File: src/rtl/minmax_window_ctrl.sv
// minmax_window_ctrl: buffers a sample stream in a FIFO and replays it to a
// downstream minMax tracker in gap-free windows of WINDOW beats. On the last
// beat it captures minMax's midrange output and holds it until a consumer
// takes it.
module minmax_window_ctrl #(
  parameter int unsigned MSB        = 8,
  parameter int unsigned WINDOW     = 8,
  parameter int unsigned FIFO_DEPTH = 16,
  parameter int unsigned AW         = 4
) (
  input  logic         clock,
  input  logic         reset_n,
  input  logic         s_valid,
  output logic         s_ready,
  input  logic [MSB:0] s_data,
  input  logic         flush,
  output logic         mm_clear,
  output logic         mm_enable,
  output logic         mm_reset,
  output logic [MSB:0] mm_in,
  input  logic [MSB:0] mm_out,
  output logic         res_valid,
  input  logic         res_ready,
  output logic [MSB:0] res_data
);

  localparam int unsigned CW = AW + 1;
  localparam logic [AW:0]   DEPTH_CNT = CW'(FIFO_DEPTH);
  localparam logic [AW:0]   WIN_CNT   = CW'(WINDOW);
  localparam logic [AW-1:0] LAST_BEAT = AW'(WINDOW - 1);

  typedef enum logic {
    IDLE  = 1'b0,
    BURST = 1'b1
  } state_t;

  state_t        state;
  logic [AW-1:0] beat;
  logic [AW-1:0] wr_ptr;
  logic [AW-1:0] rd_ptr;
  logic [AW:0]   count;
  logic          clear_q;
  logic [MSB:0]  mem [FIFO_DEPTH];

  logic push;
  logic pop;

  // Handshake and minMax control decode; flush blocks push, pop and accumulation
  assign s_ready   = (count != DEPTH_CNT) && !flush;
  assign push      = s_valid && s_ready;
  assign pop       = (state == BURST) && !flush;
  assign mm_enable = pop;
  assign mm_clear  = clear_q || flush;
  assign mm_in     = (state == BURST) ? mem[rd_ptr] : '0;
  assign mm_reset  = 1'b0;

  // Sample storage; contents need no reset since count gates every read
  always_ff @(posedge clock) begin
    if (push) begin
      mem[wr_ptr] <= s_data;
    end
  end

  // FIFO pointers and occupancy; pointers wrap naturally at FIFO_DEPTH
  always_ff @(posedge clock or negedge reset_n) begin
    if (!reset_n) begin
      wr_ptr <= '0;
      rd_ptr <= '0;
      count  <= '0;
    end else if (flush) begin
      wr_ptr <= '0;
      rd_ptr <= '0;
      count  <= '0;
    end else begin
      if (push) begin
        wr_ptr <= wr_ptr + AW'(1);
      end
      if (pop) begin
        rd_ptr <= rd_ptr + AW'(1);
      end
      count <= count + CW'(push) - CW'(pop);
    end
  end

  // Window sequencer, result capture and result handshake
  always_ff @(posedge clock or negedge reset_n) begin
    if (!reset_n) begin
      state     <= IDLE;
      beat      <= '0;
      res_valid <= 1'b0;
      res_data  <= '0;
      clear_q   <= 1'b1;
    end else begin
      clear_q <= 1'b0;
      if (flush) begin
        state     <= IDLE;
        beat      <= '0;
        res_valid <= 1'b0;
      end else begin
        if (res_valid && res_ready) begin
          res_valid <= 1'b0;
        end
        case (state)
          IDLE: begin
            // Start only with a full window queued and an empty result slot
            if ((count >= WIN_CNT) && !res_valid) begin
              state <= BURST;
              beat  <= '0;
            end
          end
          BURST: begin
            if (beat == LAST_BEAT) begin
              res_data  <= mm_out;
              res_valid <= 1'b1;
              beat      <= '0;
              state     <= IDLE;
            end else begin
              beat <= beat + AW'(1);
            end
          end
          default: begin
            state <= IDLE;
            beat  <= '0;
          end
        endcase
      end
    end
  end

endmodule

File: config.mk
export PLATFORM = sky130hd
export DESIGN_NAME = minmax_window_ctrl
export DESIGN_NICKNAME = d
export VERILOG_FILES = /design/src/rtl/minmax_window_ctrl.sv
export SDC_FILE = /design/constraint.sdc
export NUM_CORES = 1
export LEC_CHECK = 0
export CAP_MARGIN = 40
export CORE_UTILIZATION = 40
export CTS_CLUSTER_SIZE = 30
export DETAILED_ROUTE_END_ITERATION = 16
export PLACE_DENSITY = 0.56
export SETUP_SLACK_MARGIN = 0.15
export SLEW_MARGIN = 20
export SYNTH_ARGS = -nofsm -noshare
export SYNTH_HDL_FRONTEND = slang
export SYNTH_SLANG_ARGS = --single-unit
File: constraint.sdc
create_clock -name clock -period 3.4 [get_ports clock]
set_input_delay 0.68 -clock clock [delete_from_list [all_inputs] [get_ports clock]]
set_output_delay 0.68 -clock clock [all_outputs]
set_load 0.02 [all_outputs]
==> impl_summary.log <==
[metrics] routability cong.: 0.770
[metrics] combinational cell fraction of total power: 0.204
[metrics] multi-input logic area: 2020 sq um
[metrics] cell type contributing the most total cell area after synthesis: edfxtp_1
[metrics] most frequent cells in the layout: edfxtp_1, clkdlybuf4s50_1, dfrtp_1, mux2_2, mux4_1
[metrics] leakage component of the power: 0.00317 uW
[metrics] EDFF count, synth: 144
[metrics] maximum ir drop on the vdd rail: 0.384 mV
[metrics] FF+latch count, synth: 173
[metrics] RSZ-0062 raised after global routing: false
[metrics] most frequent standard cell in the layout excluding fill and tap cells: edfxtp_1
[metrics] net switching share of the total power: 0.273
[metrics] First-pass DRT Iterations: 4
[metrics] post-layout minimum cycle time: 3.08 ns
[metrics] run status: completed
[metrics] estimated wirelength of the detail-placed design: 9200 microns
[metrics] worst-case clock skew: 0.0112 ns
[metrics] DRC violations left: 0
[metrics] CTS tree: yes
[metrics] proportion of power drawn by flip-flops and latches: 0.447
[metrics] starting density of the core: 0.414
[metrics] logic depth of the worst path, buffers included: 6
[metrics] mean number of vias per cell: 5.35
[metrics] layout overhead on the synthesized area: 18.5%
[metrics] Final setup violation count: 0
[metrics] maximum number of pins on one net before global-route repair: 20
[metrics] final WL: 14600 microns
[metrics] endpoint kind of the worst setup timing path: primary output
[metrics] critical setup path kind: reg -> out
[metrics] total of max-cap violations: 0
[metrics] total negative slack: 0 ns
[metrics] gate count after technology mapping: 417
[metrics] clk root buf: clkbuf_16
[metrics] maximum single-stage delay on the critical path: 0.54 ns
[metrics] CTS clk-pin slew, worst paths: 0.07 ns
[metrics] startpoint of the worst-slack reg-to-reg timing path: count[3]$_DFF_PN0_
[metrics] count of input and output buffers: 44
[metrics] number of max-slew violations in the final report: 0
[metrics] series of cell instances along the critical path: buf_4 > mux4_1 > mux2_2 > nand2_1 > nand2_1 > dlygate4sd2_1
[metrics] vias in the first global route: 3929
[metrics] summed instance area of the synthesized netlist: 7260 sq um
[metrics] family with the most delay on the worst path: multiplexers
[metrics] clock latency on the worst-skew pair: 0.43 ns
[metrics] signal arrival time at the worst endpoint: 2.40 ns
[metrics] per-instance average area after synthesis: 17.4 sq um
[metrics] Yosys cell types: 44
[metrics] slowest cell on the critical path: mux4_1
[metrics] core area: 17500 sq um
[metrics] Synth warnings: 0
[metrics] std cell rows: 48
[metrics] number of diodes added for antenna fixing: 0
[metrics] final hold violation count: 0
[metrics] NumNets Final: 519
[metrics] number of antenna violations at the first check in global routing: 0
[metrics] Max Root-Sink Buffers: 2
[metrics] Power Density: 632 nW/um^2
[metrics] Worst setup SP type: register
[metrics] clock network power share: 0.349
[metrics] share of the cycle needed by the critical path after routing: 0.905
[metrics] starting DRC count in detailed routing: 217
[metrics] fillers: 1500
[metrics] H-Tree Level Count: 4
[metrics] Die W: 137 microns
[metrics] Int Power: 3960 uW
[metrics] data required time at the worst endpoint: 2.72 ns
[metrics] wire length of the first global-routing pass: 22500 microns
[metrics] footprint of the flip-flops and latches: 5050 sq um
[metrics] share of layout cells above drive strength 1: 0.166
[metrics] kind of path behind the tightest hold check: in -> async
[metrics] overflow left after global routing: 0
[metrics] relative max-transition margin: 0.582
[metrics] overall die height: 137 microns
[metrics] total die area: 18700 sq um
[metrics] proportion of synthesized chip area in sequential cells: 0.696
[metrics] highest attainable clock frequency: 325 MHz
[metrics] Tot GR Track Use: 0.171
[metrics] buffering stage count on the worst path with inverters included: 2
[metrics] most frequent cell on the critical path: nand2_1
[metrics] Crit. Startpoint: rd_ptr[0]$_DFFE_PN0P_
[metrics] vias after detailed routing: 3846
[metrics] most area-consuming cells after synthesis: edfxtp_1, dfrtp_1, mux4_1
[metrics] P_sw: 1480 uW
[metrics] async set or reset register ratio after synthesis: 0.168
[metrics] CTS buffer count: 17
[metrics] count of hold-fix buffers inserted at cts: 0
[metrics] Tot Pwr: 5440 uW
[metrics] pin slew with the least headroom to its limit: 0.625 ns
[metrics] Synth top area share: 0.596
[metrics] sinks on the clock net: 173
[metrics] average wire per standard cell: 20.4 microns
[metrics] number of nets still failing antenna checks after routing: 0
[metrics] main flop type after synthesis: edfxtp_1
[metrics] ports placed on the boundary: 46
[metrics] reg2reg path depth: 14
[metrics] biggest fanout along the worst timing path: 5
synth_stat cells (6+ instances only):
| cell | number |
|---|---|
| ha_1 | 14 |
| nor2_1 | 17 |
| buf_2 | 6 |
| nand2b_1 | 6 |
| edfxtp_1 | 144 |
| nand2_1 | 18 |
| o221ai_1 | 7 |
| nor2b_1 | 9 |
| dfrtp_1 | 28 |
| mux2i_1 | 18 |
| a21oi_1 | 8 |
| mux2_2 | 26 |
| o21ai_0 | 7 |
| mux4_1 | 23 |
| buf_6 | 7 |
| inv_1 | 13 |
| and3_1 | 15 |
cell type report:
class                      instances  area share
clock inverter                    15      0.0177
clock buffer                      17      0.0494
sequential                       173       0.587
inverter                          13     0.00567
timing repair buffer              65      0.0724
tap                              225      0.0327
multi-input combinational        211       0.235
repair_timing:
action                     in CTS  in global routing
resized for setup               9                  1
buffers inserted                3                  0
setup endpoints to repair       9                  1
cloned                          0                  0
pin swaps                       0                  0
final timing paths:
check	to	slack, ns
max	mm_in[0]	0.32
min	res_data[7]$_DFFE_PN0P_	0.50
max reg2reg	count[4]$_DFF_PN0_	0.84
min reg2reg	res_data[4]$_DFFE_PN0P_	0.51
max in group asynchronous	clear_q$_DFF_PN1_	2.15
min in group clock	res_data[4]$_DFFE_PN0P_	0.51
registers in the layout, summed over array words and instances, names as in the netlist:
register and flops:
count 5, wr_ptr 4, rd_ptr 4, state 1, res_valid 1, mem 144, clear_q 1, beat 4
res_data 9
power groups by stage:
stage	registers (uW)	logic (uW)	clock network [uW]
6_report	2430	1110	1900
5_1_grt	2440	1210	2020
4_1_cts	2430	1120	1950
3_5_place_dp	2490	1090	0
3_3_place_gp	2490	1070	0
2_1_floorplan	2450	808	0
cell families (layout without fill, tap and decap cells):
| group | Yosys count | count (layout) | share of synthesized area |
|---|---|---|---|
| AO/OA/AOI/OAI | 36 | 36 | 0.0333 |
| XOR/XNOR | 6 | 6 | 0.00724 |
| adder cells (fa/ha/maj) | 15 | 15 | 0.0269 |
| buffers and inverters | 34 | 110 | 0.0264 |
| flip-flops | 173 | 173 | 0.696 |
| multiplexers | 67 | 67 | 0.148 |
| other | 1 | 2 | 0.000516 |
| AND/OR/NAND/NOR | 85 | 85 | 0.0617 |
stage by stage:
stage               instances  utilization  setup slack, ns  hold slack [ns]  instance area, sq um
global placement          683        0.455            0.393            0.494                  7990
global route              719        0.491            0.227            0.510                  8610
CTS                       718        0.490           0.0715            0.519                  8590
detailed placement        683        0.455            0.366            0.498                  7990
finish                    719        0.491            0.322            0.499                  8610
floorplan                 418            -            0.372            0.384                  7260
layer usage:
layer / vias up / track usage / share of wire
li1: 1768 / - / -
met1: 1971 / 0.218 / 0.44
met2: 86 / 0.279 / 0.50
met3: 21 / 0.0444 / 0.041
met4: 0 / 0.0685 / 0.017
met5: - / 0 / 0
Note: power is estimated with default switching activity, not from simulation.
